$ cat src/rtl/i_fetch_pkg.sv
// Shared types and default widths for the instruction fetch stage.
package i_fetch_pkg;

  localparam int DEF_DATA_WIDTH = 32;
  localparam int DEF_ADD_WIDTH  = 12;
  localparam int DEF_FIFO_DEPTH = 4;
  localparam int DEF_MISS_WAIT  = 2;

  typedef enum logic [1:0] {
    ST_FETCH = 2'd0,
    ST_RESP  = 2'd1,
    ST_MISS  = 2'd2
  } fetch_state_e;

  typedef struct packed {
    logic [DEF_ADD_WIDTH-1:0]  pc;
    logic [DEF_DATA_WIDTH-1:0] instr;
  } fetch_entry_t;

endpackage

$ cat src/rtl/i_fetch_unit_if.sv
// Fetch unit boundary: redirect input, i-cache request/response, decode-side instruction stream.
interface i_fetch_unit_if #(
  parameter int DATA_WIDTH = 32,
  parameter int ADD_WIDTH  = 12,
  parameter int FIFO_DEPTH = 4
);
  localparam int CNT_W = $clog2(FIFO_DEPTH) + 1;

  logic                  redirect_valid;
  logic [ADD_WIDTH-1:0]  redirect_pc;
  logic [ADD_WIDTH-1:0]  i_cache_addr;
  logic                  i_cache_rden;
  logic                  i_cache_hit_miss;
  logic [DATA_WIDTH-1:0] cpu_data_out;
  logic                  instr_valid;
  logic [DATA_WIDTH-1:0] instr_data;
  logic [ADD_WIDTH-1:0]  instr_pc;
  logic                  instr_ready;
  logic [CNT_W-1:0]      fifo_count;

  modport master (
    input  redirect_valid, redirect_pc, i_cache_hit_miss, cpu_data_out, instr_ready,
    output i_cache_addr, i_cache_rden, instr_valid, instr_data, instr_pc, fifo_count
  );

  modport slave (
    output redirect_valid, redirect_pc, i_cache_hit_miss, cpu_data_out, instr_ready,
    input  i_cache_addr, i_cache_rden, instr_valid, instr_data, instr_pc, fifo_count
  );
endinterface

$ cat src/rtl/fetch_fifo.sv
// Synchronous FIFO with flush; wrapping pointers carry an extra MSB to tell full from empty.
// Latency: push visible at head the next cycle. Backpressure: push ignored when full, pop when empty.
// Head is gated to zero while empty so stale storage never leaks downstream.
module fetch_fifo import i_fetch_pkg::*; #(
  parameter int  DEPTH = DEF_FIFO_DEPTH,
  parameter type T     = fetch_entry_t
) (
  input  logic                   clk,
  input  logic                   rst,
  input  logic                   flush,
  input  logic                   push_vld,
  input  T                       push_dat,
  input  logic                   pop_vld,
  output logic                   head_vld,
  output T                       head_dat,
  output logic [$clog2(DEPTH):0] count
);
  localparam int AW = $clog2(DEPTH);

  logic [AW:0] wptr_q, wptr_d, rptr_q, rptr_d;
  T            mem_q [DEPTH];
  T            mem_d [DEPTH];
  logic        empty, full;

  assign empty = (wptr_q == rptr_q);
  assign full  = (wptr_q[AW] != rptr_q[AW]) && (wptr_q[AW-1:0] == rptr_q[AW-1:0]);

  always_comb begin
    wptr_d = wptr_q;
    rptr_d = rptr_q;
    mem_d  = mem_q;
    if (flush) begin
      wptr_d = '0;
      rptr_d = '0;
    end else begin
      if (push_vld && !full) begin
        mem_d[wptr_q[AW-1:0]] = push_dat;
        wptr_d                = wptr_q + 1'b1;
      end
      if (pop_vld && !empty) begin
        rptr_d = rptr_q + 1'b1;
      end
    end
  end

  always_comb begin
    head_dat = '0;
    if (!empty) head_dat = mem_q[rptr_q[AW-1:0]];
  end

  assign head_vld = !empty;
  assign count    = wptr_q - rptr_q;

  always_ff @(posedge clk) begin
    if (rst) begin
      wptr_q <= '0;
      rptr_q <= '0;
    end else begin
      wptr_q <= wptr_d;
      rptr_q <= rptr_d;
    end
  end

  always_ff @(posedge clk) begin
    mem_q <= mem_d;
  end

endmodule

$ cat src/rtl/i_fetch_unit.sv
// Instruction fetch: owns the PC, issues one i-cache read at a time, retries misses, buffers {pc, instr}.
// Latency: request to buffered instruction is 2 cycles on a hit; a miss costs 2+MISS_WAIT before retry.
// Backpressure: no request is issued unless a buffer slot is free, so responses are never dropped.
module i_fetch_unit import i_fetch_pkg::*; #(
  parameter int                  DATA_WIDTH = DEF_DATA_WIDTH,
  parameter int                  ADD_WIDTH  = DEF_ADD_WIDTH,
  parameter int                  FIFO_DEPTH = DEF_FIFO_DEPTH,
  parameter int                  MISS_WAIT  = DEF_MISS_WAIT,
  parameter logic [ADD_WIDTH-1:0] RESET_PC  = '0
) (
  input logic            clk,
  input logic            rst,
  i_fetch_unit_if.master bus
);
  localparam int CNT_W  = $clog2(FIFO_DEPTH) + 1;
  localparam int WAIT_W = $clog2(MISS_WAIT + 1);

  typedef struct packed {
    logic [ADD_WIDTH-1:0]  pc;
    logic [DATA_WIDTH-1:0] instr;
  } entry_t;

  fetch_state_e         state_q, state_d;
  logic [ADD_WIDTH-1:0] pc_q, pc_d;
  logic [WAIT_W-1:0]    wait_q, wait_d;
  logic                 rden, push_vld, pop_vld, flush, head_vld;
  logic [CNT_W-1:0]     count;
  entry_t               push_dat, head_dat;

  always_comb begin
    state_d  = state_q;
    pc_d     = pc_q;
    wait_d   = wait_q;
    rden     = 1'b0;
    push_vld = 1'b0;
    flush    = 1'b0;
    case (state_q)
      ST_FETCH: begin
        // Slot check uses the registered count, so issue never depends on instr_ready.
        if (count < CNT_W'(FIFO_DEPTH)) begin
          rden    = 1'b1;
          state_d = ST_RESP;
        end
      end
      ST_RESP: begin
        if (bus.i_cache_hit_miss) begin
          push_vld = 1'b1;
          pc_d     = pc_q + 1'b1;
          state_d  = ST_FETCH;
        end else begin
          wait_d  = WAIT_W'(MISS_WAIT);
          state_d = ST_MISS;
        end
      end
      ST_MISS: begin
        wait_d = wait_q - 1'b1;
        if (wait_q == WAIT_W'(1)) state_d = ST_FETCH;
      end
      default: state_d = ST_FETCH;
    endcase
    // Redirect wins over any in-flight response and drops the buffered stream.
    if (bus.redirect_valid) begin
      flush    = 1'b1;
      push_vld = 1'b0;
      rden     = 1'b0;
      pc_d     = bus.redirect_pc;
      wait_d   = '0;
      state_d  = ST_FETCH;
    end
  end

  always_ff @(posedge clk) begin
    if (rst) begin
      state_q <= ST_FETCH;
      pc_q    <= RESET_PC;
      wait_q  <= '0;
    end else begin
      state_q <= state_d;
      pc_q    <= pc_d;
      wait_q  <= wait_d;
    end
  end

  assign push_dat = '{pc: pc_q, instr: bus.cpu_data_out};
  assign pop_vld  = head_vld && bus.instr_ready && !bus.redirect_valid;

  fetch_fifo #(
    .DEPTH (FIFO_DEPTH),
    .T     (entry_t)
  ) u_fifo (
    .clk      (clk),
    .rst      (rst),
    .flush    (flush),
    .push_vld (push_vld),
    .push_dat (push_dat),
    .pop_vld  (pop_vld),
    .head_vld (head_vld),
    .head_dat (head_dat),
    .count    (count)
  );

  assign bus.i_cache_addr = pc_q;
  assign bus.i_cache_rden = rden && !rst;
  assign bus.instr_valid  = head_vld;
  assign bus.instr_data   = head_dat.instr;
  assign bus.instr_pc     = head_dat.pc;
  assign bus.fifo_count   = count;

endmodule

$ cat src/flat_wrapper.sv
// flat-port wrapper written by rule: the top's interface ports become plain ports
module i_fetch_unit_flat import i_fetch_pkg::*;
#(
  parameter int                  DATA_WIDTH = DEF_DATA_WIDTH,
  parameter int                  ADD_WIDTH  = DEF_ADD_WIDTH,
  parameter int                  FIFO_DEPTH = DEF_FIFO_DEPTH,
  parameter int                  MISS_WAIT  = DEF_MISS_WAIT,
  parameter logic [ADD_WIDTH-1:0] RESET_PC  = '0
)
  (clk, rst, bus_redirect_valid, bus_redirect_pc, bus_i_cache_hit_miss, bus_cpu_data_out, bus_instr_ready, bus_i_cache_addr, bus_i_cache_rden, bus_instr_valid, bus_instr_data, bus_instr_pc, bus_fifo_count);
  i_fetch_unit_if #(.DATA_WIDTH(DATA_WIDTH), .ADD_WIDTH(ADD_WIDTH), .FIFO_DEPTH(FIFO_DEPTH)) bus_i ();
  input logic clk;
  input logic rst;
  input wire logic [$bits(bus_i.redirect_valid)-1:0] bus_redirect_valid;
  input wire logic [$bits(bus_i.redirect_pc)-1:0] bus_redirect_pc;
  input wire logic [$bits(bus_i.i_cache_hit_miss)-1:0] bus_i_cache_hit_miss;
  input wire logic [$bits(bus_i.cpu_data_out)-1:0] bus_cpu_data_out;
  input wire logic [$bits(bus_i.instr_ready)-1:0] bus_instr_ready;
  output wire logic [$bits(bus_i.i_cache_addr)-1:0] bus_i_cache_addr;
  output wire logic [$bits(bus_i.i_cache_rden)-1:0] bus_i_cache_rden;
  output wire logic [$bits(bus_i.instr_valid)-1:0] bus_instr_valid;
  output wire logic [$bits(bus_i.instr_data)-1:0] bus_instr_data;
  output wire logic [$bits(bus_i.instr_pc)-1:0] bus_instr_pc;
  output wire logic [$bits(bus_i.fifo_count)-1:0] bus_fifo_count;
  assign bus_i.redirect_valid = bus_redirect_valid;
  assign bus_i.redirect_pc = bus_redirect_pc;
  assign bus_i.i_cache_hit_miss = bus_i_cache_hit_miss;
  assign bus_i.cpu_data_out = bus_cpu_data_out;
  assign bus_i.instr_ready = bus_instr_ready;
  assign bus_i_cache_addr = bus_i.i_cache_addr;
  assign bus_i_cache_rden = bus_i.i_cache_rden;
  assign bus_instr_valid = bus_i.instr_valid;
  assign bus_instr_data = bus_i.instr_data;
  assign bus_instr_pc = bus_i.instr_pc;
  assign bus_fifo_count = bus_i.fifo_count;
  i_fetch_unit #(.DATA_WIDTH(DATA_WIDTH), .ADD_WIDTH(ADD_WIDTH), .FIFO_DEPTH(FIFO_DEPTH), .MISS_WAIT(MISS_WAIT), .RESET_PC(RESET_PC)) u_core (.clk(clk), .rst(rst), .bus(bus_i));
endmodule
$ cat config.mk
export PLATFORM = sky130hd
export DESIGN_NAME = i_fetch_unit_flat
export DESIGN_NICKNAME = d
export VERILOG_FILES = /design/src/rtl/i_fetch_pkg.sv /design/src/rtl/i_fetch_unit_if.sv /design/src/rtl/fetch_fifo.sv /design/src/rtl/i_fetch_unit.sv /design/src/flat_wrapper.sv
export SDC_FILE = /design/constraint.sdc
export NUM_CORES = 1
export LEC_CHECK = 0
export BUFFER_PORTS_ARGS = -buffer_cell sky130_fd_sc_hd__buf_2
export CAP_MARGIN = 20
export CORE_MARGIN = 2
export CORE_UTILIZATION = 55
export CTS_CLUSTER_DIAMETER = 200
export DETAILED_ROUTE_END_ITERATION = 8
export PLACE_DENSITY = 0.77
export SLEW_MARGIN = 20
export SYNTH_ARGS = -nofsm -noshare
export SYNTH_HDL_FRONTEND = slang
export SYNTH_HIERARCHICAL = 1
export SYNTH_SLANG_ARGS = --single-unit
$ cat constraint.sdc
create_clock -name clk -period 8.4 [get_ports clk]
set_clock_uncertainty 0.2 [all_clocks]
set_input_delay 1.26 -clock clk [delete_from_list [all_inputs] [get_ports clk]]
set_output_delay 1.26 -clock clk [all_outputs]
set_load 0.05 [all_outputs]
==> reports/metrics.yaml <==
min_path:
  worst_hold_path_type: "reg2reg"
  worst_hold_path.endpoint: "u_core/wait_q[0]$_SDFFE_PP0P_"
  worst_hold_startpoint: "u_core/wait_q[0]$_SDFFE_PP0P_"
  whs_path_depth: 1
die:
  initial_utilization_pct: 55.8
  die_h_um: 125
  dieWidth_um: 125
  core_area_um2: 14400
  num_io_pins: 110
  die-area_um2: 15600
  std_cell_rows: 44
placed_design:
  gpl.final_weighted_congestion: 0.775
  dp.cells: 715
  hpwlAfterDp_um: 8690
  io_buffer_count: 109
finish:
  area_growth_syn_to_layout_pct: 16.1
  nFillCells: 997
  multiInputGateArea_um2: 2110
  ff_latch_area_um2: 5730
  num-nets-final: 609
  antenna-diode-count: 0
  fin_cells: 747
  postLayoutCoreUtil_pct: 64.7
  post_route_cells_drive_above_1_share_pct: 35.7
power:
  power_density_over_the_cells_nw_per_um2: 214
  ir_drop_mv: 0.141
  combinationalPowerShare_pct: 3.4
  p_clk_share_pct: 42.3
  switching_power_mw: 0.397
  p_leak_nw: 3.25
  power.share.switching_pct: 19.8
  seq_power_share_pct: 54.3
  intPower_mw: 1.61
clocking:
  clk_slew_on_worst_s_h_paths_ns: 0.07
  post-cts-setup-buffer-count: 0
  tritoncts_clock_tree: "built"
  ctsLongestPathBuffers: 2
  clk-insertion-delay-late_ns: 0.42
  ctsHoldBuffers: 0
  cts_resized: 0
  tritoncts.num_buffers: 17
  buffer_type_at_the_clock_tree_root: "sky130_fd_sc_hd__clkbuf_16"
  clock_tree.htree_level_count: 4
  clock_sinks: 198
timing:
  post_layout_minimum_cycle_time_ns: 4.67
  final_setup_violating_endpoints: 0
  setup-tns-final_ns: 0
  timing.final.hold_violations: 0
  rsz0062_at_grt: "false"
  min_period_over_period_pct: 55.6
  worst-slew-pin-transition_ns: 0.985
  slew_violations: 0
  finalHoldWorstSlack_ns: 0.331
  timing.max_slew.rel_slack_pct: 34.3
  fmax_mhz: 214
logic_synthesis:
  synthFlopType: "sky130_fd_sc_hd__edfxtp_1"
  post_synth_net_total: 497
  ys_ff_latch: 198
  synth-edff-count: 176
  syn-mean-instance-area_um2: 18.4
  synth.top_cells.by_count: "sky130_fd_sc_hd__edfxtp_1, sky130_fd_sc_hd__nor2b_1, sky130_fd_sc_hd__mux4_2, sky130_fd_sc_hd__dfxtp_1, sky130_fd_sc_hd__inv_1"
  synth.lib_cells_used.distinct: 43
  post-synth-top-area-fraction_pct: 65.7
  post-synth-top-area-cell: "sky130_fd_sc_hd__edfxtp_1"
  synth_area_leaders: "sky130_fd_sc_hd__edfxtp_1, sky130_fd_sc_hd__mux4_2, sky130_fd_sc_hd__dfxtp_1"
  yosys_warnings: 6
  most_numerous_cell_in_the_yosys_netlist: "sky130_fd_sc_hd__edfxtp_1"
  netlist_area_pre_place_um2: 8040
  ys_async_rst_share_pct: 0
  postSynthCellCount: 438
  synth.yosys.seq_area_share_pct: 71.2
global_routing:
  pin_count_of_the_biggest_net_entering_global_routing: 49
  globalRouteOverflowTotal: 0
  number_of_antenna_violations_at_the_first_check_in_global_routing: 0
  grt.total_usage_pct: 19.6
  grt_pass1_wl_um: 23300
  grt_pass1_vias: 4298
critical_path:
  crit_arrival_ns: 3.21
  reg2reg_depth: 5
  timing.critical_path.to_type: "primary output"
  crit-reg2reg-launch: "u_core/u_fifo/rptr_q[0]$_SDFFE_PP0P_"
  crit_required_ns: 6.94
  cp-start-kind: "register"
  timing.reg2reg.setup_slack_ns: 4.69
  critPathMaxFanout: 48
  worstSetupPathType: "reg2out"
  worst_flop_to_flop_path_endpoint: "u_core/u_fifo/mem_q[116]$_DFFE_PP_"
drt:
  vias_post_dr: 4209
  antenna_violating_nets_post_route: 0
  drc_errors: 0
  drt_first_pass_iters: 4
  ratio_of_routed_vias_to_standard_cells: 5.63
  postRouteWirelength_um: 14600
  initialDrtViolationCount: 419
  routed_length_per_instance_um: 19.5
run:
  drv.max_cap_violation_count: 0
status:
  outcome: "complete, no violations"
-- kinds of logic (layout without fill, tap and decap cells) --
logic type / Yosys count / after routing / share of synthesized area, %
fa+ha+maj: 10 / 10 / 1.65
mux: 49 / 49 / 13.0
flops: 198 / 198 / 71.2
xor+xnor: 11 / 11 / 1.29
compound gates: 32 / 32 / 2.75
simple gates: 101 / 101 / 7.34
buf+inv: 37 / 162 / 2.80
-- how the worst max path moves through the flow --
stage | cells past startpoint | end | from
final | 5 | bus_instr_valid | u_core/u_fifo/rptr_q[0]$_SDFFE_PP0P_
after global placement | 5 | bus_instr_pc[11] | u_core/u_fifo/rptr_q[0]$_SDFFE_PP0P_
after floorplan | 4 | u_core/u_fifo/mem_q[100]$_DFFE_PP_ | bus_i_cache_hit_miss
after CTS | 5 | bus_instr_valid | u_core/u_fifo/rptr_q[0]$_SDFFE_PP0P_
after global routing | 5 | bus_instr_valid | u_core/u_fifo/rptr_q[0]$_SDFFE_PP0P_
after detailed placement | 5 | bus_instr_valid | u_core/u_fifo/rptr_q[0]$_SDFFE_PP0P_
-- routing by layer --
metal | track usage [%] | part of all wire (%)
met2 | 31.2 | 50
met4 | 6.47 | 0.56
met3 | 5.37 | 5.9
met1 | 26.6 | 43
met5 | 0 | 0
-- worst max-delay path, stage by stage (launching register included) --
cell and delay (ns):
sky130_fd_sc_hd__dfxtp_4 0.98, sky130_fd_sc_hd__ha_1 0.29, sky130_fd_sc_hd__and2_1 0.19, sky130_fd_sc_hd__and2_2 0.81
sky130_fd_sc_hd__inv_1 0.20, sky130_fd_sc_hd__buf_2 0.27
-- state kept, by name, summed over array words and instances (netlist names) --
signal,cells
u_core/bus.i_cache_addr,12
u_core/state_q,2
u_core/u_fifo/mem_q,176
u_core/u_fifo/rptr_q,3
u_core/u_fifo/wptr_q,3
u_core/wait_q,2
-- cells in the final DEF (no fill, tap or decap), types with 3 or more instances in the layout --
cell,count
sky130_fd_sc_hd__nand3_1,3
sky130_fd_sc_hd__clkinv_2,3
sky130_fd_sc_hd__xnor2_1,9
sky130_fd_sc_hd__bufinv_16,4
sky130_fd_sc_hd__nand4_1,3
sky130_fd_sc_hd__nor4_1,6
sky130_fd_sc_hd__o21ai_0,4
sky130_fd_sc_hd__or3_1,4
sky130_fd_sc_hd__nor3_1,3
sky130_fd_sc_hd__nor3b_2,3
sky130_fd_sc_hd__clkbuf_16,17
sky130_fd_sc_hd__nor2b_1,46
sky130_fd_sc_hd__nor2_1,9
sky130_fd_sc_hd__nand2_1,15
sky130_fd_sc_hd__a21oi_1,9
sky130_fd_sc_hd__mux2i_1,4
sky130_fd_sc_hd__ha_1,9
sky130_fd_sc_hd__dfxtp_1,20
sky130_fd_sc_hd__o21bai_1,6
sky130_fd_sc_hd__buf_4,5
sky130_fd_sc_hd__mux4_2,44
sky130_fd_sc_hd__inv_1,16
sky130_fd_sc_hd__edfxtp_1,176
sky130_fd_sc_hd__buf_2,109
-- layout make-up --
cell class | instances | share of cell area (%)
clock buffer | 20 | 4.78
tap | 184 | 2.47
multi-input combinational | 203 | 22.6
inverter | 16 | 0.643
timing repair buffer | 114 | 6.24
sequential | 198 | 61.4
clock inverter | 12 | 1.89
-- power groups by stage --
stage	combinational [mW]	clock, mW	sequential, mW
2_1_floorplan	0.0267	0	1.12
3_3_place_gp	0.0654	0	1.11
4_1_cts	0.0681	0.864	1.09
5_1_grt	0.0724	0.908	1.09
6_report	0.0674	0.847	1.09
3_5_place_dp	0.0680	0	1.11
-- metrics by stage --
stage,total power [mW],instance area [um^2],setup WS (ns)
final,2.00,9340,3.73
after global routing,2.07,9340,3.45
after CTS,2.02,9340,3.63
after detailed placement,1.18,8720,4.11
after global placement,1.17,8720,4.14
after floorplan,1.15,8040,2.64
Power figures use the tool's default switching activity.
